--- src/rtl/csr_ctrl_pkg.sv ---
// csr_ctrl_pkg
//   Shared types and default widths for the parametrised CSR layer controller.
//   ctrl_state_t names every phase of the layer sequence. The top FSM walks
//   IDLE/INIT/FETCH/LATCH/STEP_END/DONE. The row walker walks LOAD/ROW/EXPORT.
//   The DEF_* localparams are the default parameter values of both modules.
package csr_ctrl_pkg;

  localparam int DEF_N_NEURONS = 64;
  localparam int DEF_OFFSET_W  = 10;
  localparam int DEF_W_ADDR_W  = 14;
  localparam int DEF_VOL_W     = 16;
  localparam int DEF_STEP_W    = 8;

  typedef enum logic [3:0] {
    IDLE,
    INIT,
    FETCH,
    LATCH,
    LOAD,
    ROW,
    EXPORT,
    STEP_END,
    DONE
  } ctrl_state_t;

endpackage

--- src/rtl/csr_row_walker.sv ---
// csr_row_walker
//   Walks one CSR weight row per handshake. It owns row_start, row_end and the
//   weight pointer, and it sequences LOAD -> ROW* -> EXPORT.
// Ports:
//   clk, rst          clock, synchronous active-high reset
//   row_go            pulse from the controller in LATCH; row_end_in is valid
//   row_end_in        cumulative row-end offset for the current neuron
//   row_clear         forces row_start back to 0 (start of a timestep)
//   row_done          high in the EXPORT cycle; the controller advances then
//   err_set           pulse when row_end_in is below row_start (malformed CSR)
//   load_voltage      LOAD strobe
//   w_n_a_valid       ROW strobe; CSR_w_addr is valid in this cycle
//   CSR_w_addr        zero-extended weight pointer while in ROW, else 0
//   export_voltage    EXPORT strobe
module csr_row_walker
  import csr_ctrl_pkg::*;
#(
  parameter int OFFSET_W = DEF_OFFSET_W,
  parameter int W_ADDR_W = DEF_W_ADDR_W
) (
  input  logic                clk,
  input  logic                rst,
  input  logic                row_go,
  input  logic [OFFSET_W-1:0] row_end_in,
  input  logic                row_clear,
  output logic                row_done,
  output logic                err_set,
  output logic                load_voltage,
  output logic                w_n_a_valid,
  output logic [W_ADDR_W-1:0] CSR_w_addr,
  output logic                export_voltage
);

  ctrl_state_t         phase_q, phase_d;
  logic [OFFSET_W-1:0] ptr_q, ptr_d;
  logic [OFFSET_W-1:0] row_start_q, row_start_d;
  logic [OFFSET_W-1:0] row_end_q, row_end_d;

  // A malformed offset (below row_start) is clamped to row_start, so the row
  // is empty and row_start never runs backwards. The last ROW cycle is the
  // one whose pointer is row_end-1. The compare uses ptr+1 so that it cannot
  // underflow.
  always_comb begin
    phase_d     = phase_q;
    ptr_d       = ptr_q;
    row_start_d = row_start_q;
    row_end_d   = row_end_q;
    err_set     = 1'b0;
    case (phase_q)
      IDLE: begin
        if (row_go) begin
          if (row_end_in < row_start_q) begin
            err_set   = 1'b1;
            row_end_d = row_start_q;
          end else begin
            row_end_d = row_end_in;
          end
          phase_d = LOAD;
        end
      end
      LOAD: begin
        ptr_d   = row_start_q;
        phase_d = (row_end_q > row_start_q) ? ROW : EXPORT;
      end
      ROW: begin
        ptr_d = ptr_q + OFFSET_W'(1);
        if (ptr_q + OFFSET_W'(1) == row_end_q) begin
          phase_d = EXPORT;
        end
      end
      EXPORT: begin
        row_start_d = row_end_q;
        phase_d     = IDLE;
      end
      default: phase_d = IDLE;
    endcase
    if (row_clear) begin
      row_start_d = '0;
    end
  end

  always_ff @(posedge clk) begin
    if (rst) begin
      phase_q     <= IDLE;
      ptr_q       <= '0;
      row_start_q <= '0;
      row_end_q   <= '0;
    end else begin
      phase_q     <= phase_d;
      ptr_q       <= ptr_d;
      row_start_q <= row_start_d;
      row_end_q   <= row_end_d;
    end
  end

  assign load_voltage   = (phase_q == LOAD);
  assign w_n_a_valid    = (phase_q == ROW);
  assign export_voltage = (phase_q == EXPORT);
  assign row_done       = export_voltage;
  assign CSR_w_addr     = w_n_a_valid ? W_ADDR_W'(ptr_q) : '0;

endmodule

--- src/rtl/csr_layer_controller_param.sv ---
// csr_layer_controller_param
//   Sequences one SNN layer over num_steps timesteps. It first writes
//   init_vol into every neuron's voltage slot. Then, on every timestep, it
//   fetches each neuron's cumulative row-end offset and hands the row to
//   csr_row_walker, which issues load, weight-valid and export strobes.
// Ports:
//   clk, rst                 clock, synchronous active-high reset
//   start                    one-cycle start pulse; ignored while busy
//   num_steps, init_vol      latched when start is accepted
//   off_set_value            offset memory read data (1-cycle read latency)
//   offset_mem_addr          neuron index; also the voltage memory address
//   CSR_w_addr, w_n_a_valid  weight address and its valid strobe
//   load_voltage             neuron loads its voltage
//   export_voltage           neuron writes back its voltage
//   vol_mem_control          init write enable
//   init_mem_vol             init write data
//   current_step_finished    one-cycle pulse at the end of each timestep
//   step_idx                 current timestep
//   busy                     high from accepted start until DONE is left
//   all_done                 one-cycle pulse after the last timestep
//   csr_err                  sticky malformed-offset flag; cleared only by rst
// All outputs decode registered state only (Moore). The strobes are
// mutually exclusive.
module csr_layer_controller_param
  import csr_ctrl_pkg::*;
#(
  parameter int N_NEURONS = DEF_N_NEURONS,
  parameter int NEUR_W    = $clog2(N_NEURONS),
  parameter int OFFSET_W  = DEF_OFFSET_W,
  parameter int W_ADDR_W  = DEF_W_ADDR_W,
  parameter int VOL_W     = DEF_VOL_W,
  parameter int STEP_W    = DEF_STEP_W
) (
  input  logic                clk,
  input  logic                rst,
  input  logic                start,
  input  logic [STEP_W-1:0]   num_steps,
  input  logic [VOL_W-1:0]    init_vol,
  input  logic [OFFSET_W-1:0] off_set_value,
  output logic [NEUR_W-1:0]   offset_mem_addr,
  output logic [W_ADDR_W-1:0] CSR_w_addr,
  output logic                w_n_a_valid,
  output logic                load_voltage,
  output logic                export_voltage,
  output logic                vol_mem_control,
  output logic [VOL_W-1:0]    init_mem_vol,
  output logic                current_step_finished,
  output logic [STEP_W-1:0]   step_idx,
  output logic                busy,
  output logic                all_done,
  output logic                csr_err
);

  localparam logic [NEUR_W-1:0] LAST_J = NEUR_W'(N_NEURONS - 1);

  ctrl_state_t       state_q, state_d;
  logic [NEUR_W-1:0] j_q, j_d;
  logic [STEP_W-1:0] step_q, step_d;
  logic [STEP_W-1:0] num_steps_q, num_steps_d;
  logic [VOL_W-1:0]  init_vol_q, init_vol_d;
  logic              csr_err_q, csr_err_d;
  logic              row_go, row_clear, row_done, err_set;

  // The walker owns LOAD/ROW/EXPORT. This FSM parks in LOAD for the whole
  // row and advances on row_done (the EXPORT cycle), which keeps j, and so
  // the voltage memory address, stable from FETCH through EXPORT.
  always_comb begin
    state_d     = state_q;
    j_d         = j_q;
    step_d      = step_q;
    num_steps_d = num_steps_q;
    init_vol_d  = init_vol_q;
    csr_err_d   = csr_err_q | err_set;
    row_go      = 1'b0;
    row_clear   = (state_q == IDLE) || (state_q == INIT) || (state_q == STEP_END);
    case (state_q)
      IDLE: begin
        if (start) begin
          num_steps_d = num_steps;
          init_vol_d  = init_vol;
          step_d      = '0;
          j_d         = '0;
          state_d     = INIT;
        end
      end
      INIT: begin
        if (j_q == LAST_J) begin
          j_d     = '0;
          step_d  = '0;
          state_d = (num_steps_q == '0) ? DONE : FETCH;
        end else begin
          j_d = j_q + NEUR_W'(1);
        end
      end
      FETCH: state_d = LATCH;
      LATCH: begin
        row_go  = 1'b1;
        state_d = LOAD;
      end
      LOAD: begin
        if (row_done) begin
          if (j_q == LAST_J) begin
            state_d = STEP_END;
          end else begin
            j_d     = j_q + NEUR_W'(1);
            state_d = FETCH;
          end
        end
      end
      STEP_END: begin
        if (step_q + STEP_W'(1) == num_steps_q) begin
          state_d = DONE;
        end else begin
          step_d  = step_q + STEP_W'(1);
          j_d     = '0;
          state_d = FETCH;
        end
      end
      DONE: state_d = IDLE;
      default: state_d = IDLE;
    endcase
  end

  always_ff @(posedge clk) begin
    if (rst) begin
      state_q     <= IDLE;
      j_q         <= '0;
      step_q      <= '0;
      num_steps_q <= '0;
      init_vol_q  <= '0;
      csr_err_q   <= 1'b0;
    end else begin
      state_q     <= state_d;
      j_q         <= j_d;
      step_q      <= step_d;
      num_steps_q <= num_steps_d;
      init_vol_q  <= init_vol_d;
      csr_err_q   <= csr_err_d;
    end
  end

  csr_row_walker #(
    .OFFSET_W (OFFSET_W),
    .W_ADDR_W (W_ADDR_W)
  ) u_row_walker (
    .clk            (clk),
    .rst            (rst),
    .row_go         (row_go),
    .row_end_in     (off_set_value),
    .row_clear      (row_clear),
    .row_done       (row_done),
    .err_set        (err_set),
    .load_voltage   (load_voltage),
    .w_n_a_valid    (w_n_a_valid),
    .CSR_w_addr     (CSR_w_addr),
    .export_voltage (export_voltage)
  );

  assign offset_mem_addr = (state_q inside {INIT, FETCH, LATCH, LOAD}) ? j_q : '0;
  assign vol_mem_control       = (state_q == INIT);
  assign init_mem_vol          = vol_mem_control ? init_vol_q : '0;
  assign current_step_finished = (state_q == STEP_END);
  assign step_idx              = step_q;
  assign busy                  = (state_q != IDLE);
  assign all_done              = (state_q == DONE);
  assign csr_err               = csr_err_q;

endmodule

--- config.mk ---
export PLATFORM = sky130hd
export DESIGN_NAME = csr_layer_controller_param
export DESIGN_NICKNAME = d
export VERILOG_FILES = /design/src/rtl/csr_ctrl_pkg.sv /design/src/rtl/csr_row_walker.sv /design/src/rtl/csr_layer_controller_param.sv
export SDC_FILE = /design/constraint.sdc
export NUM_CORES = 1
export LEC_CHECK = 0
export ABC_CLOCK_PERIOD_IN_PS = 2900
export CORE_ASPECT_RATIO = 1.1
export CORE_MARGIN = 10
export CORE_UTILIZATION = 54
export CTS_BUF_LIST = sky130_fd_sc_hd__clkbuf_4 sky130_fd_sc_hd__clkbuf_8
export CTS_CLUSTER_DIAMETER = 100
export DETAILED_ROUTE_END_ITERATION = 6
export GPL_TIMING_DRIVEN = 0
export PLACE_DENSITY = 0.93
export SYNTH_ARGS = -nofsm -noshare
export SYNTH_HDL_FRONTEND = slang
export SYNTH_HIERARCHICAL = 1
export SYNTH_SLANG_ARGS = --single-unit
--- constraint.sdc ---
create_clock -name clk -period 2.9 [get_ports clk]
set_clock_uncertainty 0.1 [all_clocks]
set_input_delay 0.58 -clock clk [delete_from_list [all_inputs] [get_ports clk]]
set_output_delay 0.58 -clock clk [all_outputs]
set_load 0.005 [all_outputs]
==> impl_metrics.tcl, run 1 <==
set metrics [dict create \
    worstReg2RegStart "u_row_walker/phase_q[0]$_SDFFE_PP0P_" \
    rsz0062_at_grt "yes" \
    p_comb_share_pct 30.2 \
    layout_setup_ws_ns -0.0269 \
    yosys.area_share.adder_pct 5.79 \
    cp-end-kind "flop" \
    avgSynthCellArea_um2 7.82 \
    synth_area_mm2 0.00475 \
    overflow 0 \
    yosysUniqueCellTypes 70 \
    hold_path_class "flop to flop" \
    cts_max_path_buffers 2 \
    drive_above_1_share_pct 12.2 \
    violations "negative setup slack" \
    grt_pass1_wl_um 23500 \
    setup-tns-final_ns -0.0348 \
    grt_pass1_vias 5088 \
    synth.top_cells.by_count "dfxtp_1, nand2_1, a21oi_1" \
    cp_data_arrival_time_ns 3.11 \
    p_leak_uw 0.00238 \
    fin_hold_ws_ns 0.353 \
    root_buffer "clkbuf_8" \
    clkTransAtPathRegs_ns 0.08 \
    critPathMaxFanout 10 \
    post-route-period-util_pct 101 \
    vdd_drop_max_mv 0.314 \
    ys_ff_latch 76 \
    worst-r2r-cell-count 11 \
    status "complete, but fails checks" \
    finalSetupViolations 2 \
    nets 775 \
    ant_nets 0 \
    dp_hpwl_um 10600 \
    internal_power_uw 1950 \
    multiInputGateArea_mm2 0.00305 \
    critPathKind "flop to flop" \
    clkLatencyLatePin_ns 0.36 \
    synthMuxAreaShare_pct 2.76 \
    track_usage_pct 21.7 \
    switching_share_pct 33.0 \
    cts-htree-levels 3 \
    place_congestion 0.955 \
    critPathLaunchType "flop" \
    netSwitchingPower_uw 961 \
    final_util_pct 72.3 \
    min_from "init_vol_q[8]$_SDFFE_PP0P_" \
    fillers 642 \
    numCtsBuffers 9 \
    synth_area_leader_cell "dfxtp_1" \
    synth_seq_area_share_pct 32.0 \
    hold_viol 0 \
    start_util_pct 56.0 \
    ys_warn_count 6 \
    ios 89 \
    synth-edff-count 0 \
    yosys.area_share.xor_xnor_pct 4.05 \
    synth_top_area_share_pct 32.0 \
    synth_simple_gate_area_share_pct 27.4 \
    wl_per_cell_um 18.1 \
    tightest_slew_ns 0.861 \
    vias 5133 \
    drc 0 \
    pwr-share-seq_pct 40.6 \
    startpoint "u_row_walker/phase_q[0]$_SDFFE_PP0P_" \
    cts_tree "done" \
    r2r_end "j_q[3]$_SDFFE_PP0P_" \
    grt_max_degree 13 \
    drt-pass1-iter-count 5 \
    synth-compound-area-share_pct 21.8 \
    synth-main-ff-cell "dfxtp_1" \
    rows 35 \
    finalWorstPathRequiredPeriod_ns 2.93 \
    syn-instance-count 608 \
    yosysMostFrequentCell "dfxtp_1" \
    slew_violations 0 \
    register_area_mm2 0.00153 \
    syn_to_final_growth_pct 29.2 \
    die_x_um 109 \
    wl_um 15100 \
    min_to "init_vol_q[8]$_SDFFE_PP0P_" \
    crit_required_ns 3.09 \
    initialDrtViolationCount 383 \
    min_path_cells 2 \
    synth_area_leaders "dfxtp_1, a21oi_1, ha_1" \
    antenna_found_initial 0 \
    cts_hold_buf 0 \
    powerDensity_mw_per_mm2 473 \
    drv_cap 0 \
    max_freq_mhz 342 \
    synth_top_family_by_area "simple AND/OR/NAND/NOR gates" \
    async_reset_ff_share_pct 0 \
    die_y_um 118 \
    core_mm2 0.00850 \
    clock_sinks 76 \
    diodes 0 \
    dieArea_mm2 0.0130 \
    portBuffers 84 \
    r2r_slack_ns -0.03 \
    relSlewSlack_pct 42.2 \
    viasPerCell 6.17 \
    clkPwrFrac_pct 29.2 \
]
what timing repair did:
| action | in CTS | in global routing |
|---|---|---|
| gates cloned | 0 | 2 |
| pin swaps | 1 | 6 |
| gates resized for setup | 16 | 20 |
| setup endpoints to repair | 30 | 35 |
| buffers inserted | 1 | 8 |
final cells by class:
cell class / count / share of cell area [%]
clock buffer: 12 / 2.48
clock inverter: 4 / 0.794
multi-input combinational: 475 / 49.6
timing repair buffer: 93 / 15.0
inverter: 22 / 1.34
tap: 111 / 2.26
buffer: 39 / 3.69
sequential: 76 / 24.9
critical path, cell delays in order (launching register included):
cell	delay, ns
dfxtp_1	0.35
inv_2	0.09
nand3_2	0.14
buf_4	0.23
inv_1	0.13
buf_4	0.14
mux2_2	0.16
nor4_2	0.07
a2111oi_4	0.55
o41ai_4	0.22
or4_1	0.53
a21oi_1	0.14
state kept, by name, summed over array words and instances (netlist names):
register,cells
u_row_walker/row_end_q,10
step_idx,8
u_row_walker/ptr_q,10
u_row_walker/row_start_q,10
init_vol_q,16
num_steps_q,8
u_row_walker/phase_q,3
state_q,4
csr_err,1
j_q,6
cells by family after synthesis:
group                    count (synthesis)
AND/OR/NAND/NOR                        254
adder cells (fa/ha/maj)                 22
XOR/XNOR                                22
AO/OA/AOI/OAI                          158
flip-flops                              76
multiplexers                            13
other                                    1
buffers and inverters                   62
layout by cell type, fill, tap and decap left out, types with 11 or more instances in the layout:
cell,Yosys,routed
mux2i_1,12,12
inv_1,22,21
clkbuf_1,26,20
nand3_1,31,30
and2_1,22,22
dfxtp_1,76,70
and3_1,16,15
clkbuf_8,0,11
buf_4,6,15
ha_1,22,21
o21ai_0,30,29
clkdlybuf4s50_1,0,84
xnor2_1,13,13
nand2_1,71,71
a21oi_1,62,62
nor2_1,52,48
through the flow:
stage	power, uW	area (um^2)	setup slack (ns)	std cells
global route	3050	6140	-0.126	832
detailed placement	1910	5750	-0.589	806
finish	2910	6140	-0.0269	832
global placement	1870	5750	-0.497	806
CTS	2770	5990	0.00550	822
floorplan	1660	4770	0.368	611
worst max path at each step:
| stage | endpoint | slack (ns) | cells after the start |
|---|---|---|---|
| 3_5_place_dp | step_idx[4]$_SDFFE_PP0P_ | -0.59 | 6 |
| 2_1_floorplan | j_q[3]$_SDFFE_PP0P_ | 0.37 | 10 |
| 5_1_grt | j_q[1]$_SDFFE_PP0P_ | -0.13 | 12 |
| 3_3_place_gp | step_idx[4]$_SDFFE_PP0P_ | -0.50 | 6 |
| 4_1_cts | init_mem_vol[8] | 0.006 | 6 |
| 6_report | j_q[3]$_SDFFE_PP0P_ | -0.03 | 11 |
per-layer routing:
metal	global-route usage [%]	wire length, um
met1	23.8	5700
met2	36.4	7340
met3	7.23	1410
met4	9.93	633
met5	0	0
power groups by stage:
stage	Sequential, uW	Combinational, uW	Clock [uW]
after floorplan	1180	478	0
after global placement	1190	682	0
after detailed placement	1200	711	0
after CTS	1170	745	851
after global routing	1190	960	904
final	1180	877	849
No activity file was read; power rests on OpenSTA's default activity.
==> inputs of run 2 (changes only) <==
Settings changed: CAP_MARGIN from default to 10, CORE_MARGIN 10 to default.
==> run 2 against run 1 <==
- the run now ends clean
- via count fell by 2.1%
- first-iteration DRC count is 24% lower
- die area is 29% lower
- critical path depth unchanged
- power up 5.1%
- global-route usage rose by 8.6 points
- combinational power down 9.0%
- sequential power about the same
- sequential share of layout area rose by 0.11 points
- largest cell class unchanged
==> impl_metrics.tcl, run 2 (synthesis gave the netlist of run 1 again) <==
set metrics [dict create \
    status "finished, final reports clean" \
    track_usage_pct 30.3 \
    top_usage_layer "met2" \
    drt-pass1-iter-count 5 \
    cts_hold_buf 0 \
    viasPerCell 6.10 \
    place_area_mm2 0.00575 \
    die_y_um 100 \
    dieArea_mm2 0.00918 \
    design_area_mm2 0.00611 \
    min_path_cells 2 \
    drc 0 \
    cts_tree "done" \
    fillers 621 \
    finalSetupViolations 0 \
    tightest_slew_ns 0.811 \
    regMostFlops "init_vol_q" \
    nets 767 \
    clkLatencyLatePin_ns 0.36 \
    root_buffer "clkbuf_8" \
    drv_cap 0 \
    p_leak_uw 0.00236 \
    vdd_drop_max_mv 0.409 \
    powerDensity_mw_per_mm2 500 \
    ios 89 \
    critPathLaunchType "flop" \
    numCtsBuffers 9 \
    vias 5026 \
    drive_above_1_share_pct 10.7 \
    cp-end-kind "flop" \
    ant_nets 0 \
    met3_usage_pct 5.98 \
    worst-r2r-cell-count 11 \
    diodes 0 \
    clock_sinks 76 \
    dp_hpwl_um 9760 \
    mostFrequentLayoutCell "clkdlybuf4s50_1" \
    fin_hold_ws_ns 0.352 \
    register_area_mm2 0.00153 \
    use_met1_pct 32.9 \
    overflow 0 \
    syn_to_final_growth_pct 28.6 \
    critPathMaxFanout 10 \
    start_util_pct 56.3 \
    finalWorstPathRequiredPeriod_ns 2.80 \
    clkTransAtPathRegs_ns 0.09 \
    wl_um 14000 \
    grt_use_met2_pct 54.4 \
    cts_max_path_buffers 2 \
    max_freq_mhz 357 \
    grt_max_degree 14 \
    r2r_slack_ns 0.1 \
    relSlewSlack_pct 45.5 \
    min_to "init_vol_q[4]$_SDFFE_PP0P_" \
    post-route-period-util_pct 96.6 \
    hold_viol 0 \
    cts-htree-levels 3 \
    crit_required_ns 3.09 \
    cp_data_arrival_time_ns 2.99 \
    multiInputGateArea_mm2 0.00301 \
    r2r_end "j_q[3]$_SDFFE_PP0P_" \
    hold_path_class "flop to flop" \
    critPathKind "flop to flop" \
    die_x_um 91.5 \
    min_from "init_vol_q[4]$_SDFFE_PP0P_" \
    initialDrtViolationCount 290 \
    wl_per_cell_um 17.0 \
    slew_violations 0 \
    antenna_found_initial 0 \
    largest_register_ffs 16 \
    portBuffers 84 \
    core_mm2 0.00845 \
    final_cell_mix "clkdlybuf4s50_1, nand2_1, dfxtp_1" \
    rsz0062_at_grt "yes" \
    place_congestion 0.941 \
    grt_pass1_vias 4980 \
    grt_pass1_wl_um 22500 \
    worstReg2RegStart "u_row_walker/phase_q[0]$_SDFFE_PP0P_" \
    rows 35 \
]
-- run 2: worst max-delay path by stage --
stage,start,slack [ns],end
after floorplan,u_row_walker/phase_q[2]$_SDFFE_PP0P_,0.37,j_q[3]$_SDFFE_PP0P_
after global placement,rst,-0.42,step_idx[4]$_SDFFE_PP0P_
after detailed placement,rst,-0.53,step_idx[4]$_SDFFE_PP0P_
after CTS,u_row_walker/phase_q[0]$_SDFFE_PP0P_,0.004,CSR_w_addr[9]
after global routing,step_idx[1]$_SDFFE_PP0P_,-0.09,j_q[4]$_SDFFE_PP0P_
final,u_row_walker/phase_q[0]$_SDFFE_PP0P_,0.1,j_q[3]$_SDFFE_PP0P_
-- run 2: report_power, final --
part           switching, uW  internal [uW]  total, uW  leakage (uW)
clock network            411            670       1080      0.000130
logic                    453            345        798       0.00161
registers               65.3           1110       1180      0.000618
-- run 2: stage by stage --
step                util [%]  total power (uW)  setup WS [ns]  TNS, ns  instances
floorplan                  -              1660          0.368        0        611
finish                  72.3              3060         0.0988        0        824
global route            72.3              3200        -0.0888   -0.381        824
global placement        68.0              1870         -0.424    -1.69        806
CTS                     71.6              3000        0.00424        0        822
detailed placement      68.0              1910         -0.532    -2.91        806
-- run 2: layout make-up --
class	count	share of cell area [%]
Timing Repair Buffer	87	14.1
Multi-Input combinational cell	474	49.3
Inverter	22	1.35
Tap cell	111	2.27
Sequential cell	76	25.0
Clock buffer	10	2.15
Buffer	38	3.56
Clock inverter	6	2.23
-- run 2: what timing repair did --
item                                    CTS  global route
endpoints found under the setup margin   28            36
pin swaps                                 2             4
resized for setup                        13            20
setup buffers                             1             2
cloned                                    0             1
-- run 2: critical path, stage by stage, from the launching register on --
cell and delay, ns:
dfxtp_1 0.34, inv_1 0.13, nand3_2 0.16, buf_6 0.20
inv_1 0.12, buf_4 0.14, mux2_2 0.15, nor4_2 0.06
a2111oi_4 0.47, o41ai_4 0.21, or4_1 0.53, a21oi_1 0.13
-- run 2: metal layers --
| layer | wire, um | vias up |
|---|---|---|
| met5 | 0 | - |
| met4 | 619 | 0 |
| met3 | 1180 | 69 |
| met2 | 6870 | 279 |
| met1 | 5340 | 2306 |
| li1 | - | 2372 |
==> inputs of run 3 (changes only) <==
Settings changed: SETUP_SLACK_MARGIN from default to 0.3.
==> run 3 against run 2 <==
- register-to-register slack improved by 0.11 ns
- sequential cell count stayed put
- core utilization is 4.6 points higher
- combinational power is 24% higher
- critical path depth is 3 lower
- critical path type unchanged
==> impl_metrics.tcl, run 3 (synthesis gave the netlist of run 1 again) <==
set metrics [dict create \
    syn_to_final_growth_pct 36.8 \
    die_x_um 91.5 \
    critPathMaxFanout 5 \
    antenna_found_initial 0 \
    nets 790 \
    initialDrtViolationCount 351 \
    start_util_pct 56.3 \
    cp-end-kind "flop" \
    setup-tns-final_ns 0 \
    clkPwrFrac_pct 33.6 \
    clkTransAtPathRegs_ns 0.09 \
    core_mm2 0.00845 \
    vdd_drop_max_mv 0.438 \
    dp_hpwl_um 9760 \
    cp_data_arrival_time_ns 2.88 \
    track_usage_pct 32.9 \
    vias 5403 \
    drc 0 \
    slew_violations 0 \
    grt_pass1_wl_um 24200 \
    crit_required_ns 3.09 \
    drv_cap 0 \
    root_buffer "clkbuf_8" \
    grt_max_degree 14 \
    powerDensity_mw_per_mm2 501 \
    mostFrequentLayoutCell "nand2_1" \
    cts_tree "done" \
    regMostFlops "init_vol_q" \
    drt-pass1-iter-count 6 \
    critPathKind "flop to flop" \
    finalSetupViolations 0 \
    fin_hold_ws_ns 0.354 \
    tightest_slew_ns 0.876 \
    largest_register_ffs 16 \
    fillers 536 \
    ant_nets 0 \
    total_power_uw 3260 \
    pwr-share-seq_pct 36.0 \
    clock_sinks 76 \
    die_y_um 100 \
    wl_um 16000 \
    cts_max_path_buffers 2 \
    viasPerCell 6.38 \
    internal_power_uw 2230 \
    place_area_mm2 0.00575 \
    relSlewSlack_pct 41.1 \
    dieArea_mm2 0.00918 \
    final_cell_mix "nand2_1, dfxtp_1, a21oi_1, clkdlybuf4s50_1, nor2_1" \
    wl_per_cell_um 18.9 \
    hold_viol 0 \
    cts-htree-levels 3 \
    portBuffers 84 \
    r2r_slack_ns 0.21 \
    status "finished, final reports clean" \
    max_freq_mhz 371 \
    clkLatencyLatePin_ns 0.37 \
    numCtsBuffers 9 \
    p_comb_share_pct 30.4 \
    cts_hold_buf 0 \
    critPathLaunchType "flop" \
    p_leak_uw 0.00273 \
    place_congestion 0.941 \
    post-route-period-util_pct 92.8 \
    diodes 0 \
    rsz0062_at_grt "yes" \
    multiInputGateArea_mm2 0.00312 \
    netSwitchingPower_uw 1030 \
    hold_path_class "flop to flop" \
    drive_above_1_share_pct 15.9 \
    finalWorstPathRequiredPeriod_ns 2.69 \
    overflow 0 \
    switching_share_pct 31.7 \
    register_area_mm2 0.00155 \
    rows 35 \
    ios 89 \
    grt_pass1_vias 5254 \
    design_area_mm2 0.00650 \
    final_util_pct 76.9 \
]
==> run 3: path summary, 6_finish.rpt <==
check	start	end	cells after the start
max reg2reg	j_q[0]$_SDFFE_PP0P_	j_q[3]$_SDFFE_PP0P_	8
min	init_vol_q[4]$_SDFFE_PP0P_	init_vol_q[4]$_SDFFE_PP0P_	2
max	j_q[0]$_SDFFE_PP0P_	j_q[3]$_SDFFE_PP0P_	8
min reg2reg	init_vol_q[4]$_SDFFE_PP0P_	init_vol_q[4]$_SDFFE_PP0P_	2
==> run 3: cell type report <==
| type | instances | share of cell area, % |
|---|---|---|
| Buffer | 40 | 4.66 |
| Clock buffer | 10 | 2.02 |
| Clock inverter | 6 | 2.10 |
| Inverter | 22 | 1.31 |
| Multi-Input combinational cell | 475 | 48.0 |
| Sequential cell | 76 | 23.8 |
| Tap cell | 111 | 2.14 |
| Timing Repair Buffer | 107 | 16.0 |
==> run 3: per-layer routing <==
layer	GRT usage [%]	wire [um]	share of wire, %	up-vias
li1	-	-	-	2418
met1	34.9	5710	36	2470
met2	57.3	7750	48	400
met3	6.67	1530	9.5	115
met4	25.9	1060	6.6	0
met5	0	0	0	-
==> run 3: power groups by stage <==
stage          clock network (uW)  registers, uW  logic, uW
2_1_floorplan                   0           1180        478
3_3_place_gp                    0           1190        677
3_5_place_dp                    0           1200        710
4_1_cts                      1090           1170        880
5_1_grt                      1130           1180       1060
6_report                     1090           1180        991
==> run 3: through the flow <==
step,worst slack [ns],instances
floorplan,0.368,611
global placement,-0.424,806
detailed placement,-0.532,806
CTS,0.191,836
global route,0.161,847
finish,0.208,847
==> run 3: repair_timing <==
action,CTS,global route
setup buffers,12,10
setup endpoints to repair,65,48
cloned,2,1
pin swaps,8,8
gates resized for setup,64,47
==> run 3: worst max-delay path, cell delays in order, from the launching register on <==
cell and delay, ns:
dfxtp_2 0.35, ha_2 0.21, nand3_1 0.08, nor2_1 0.10
o211a_1 0.31, a2111oi_4 0.54, o41ai_4 0.23, or4_4 0.54
a21oi_1 0.14
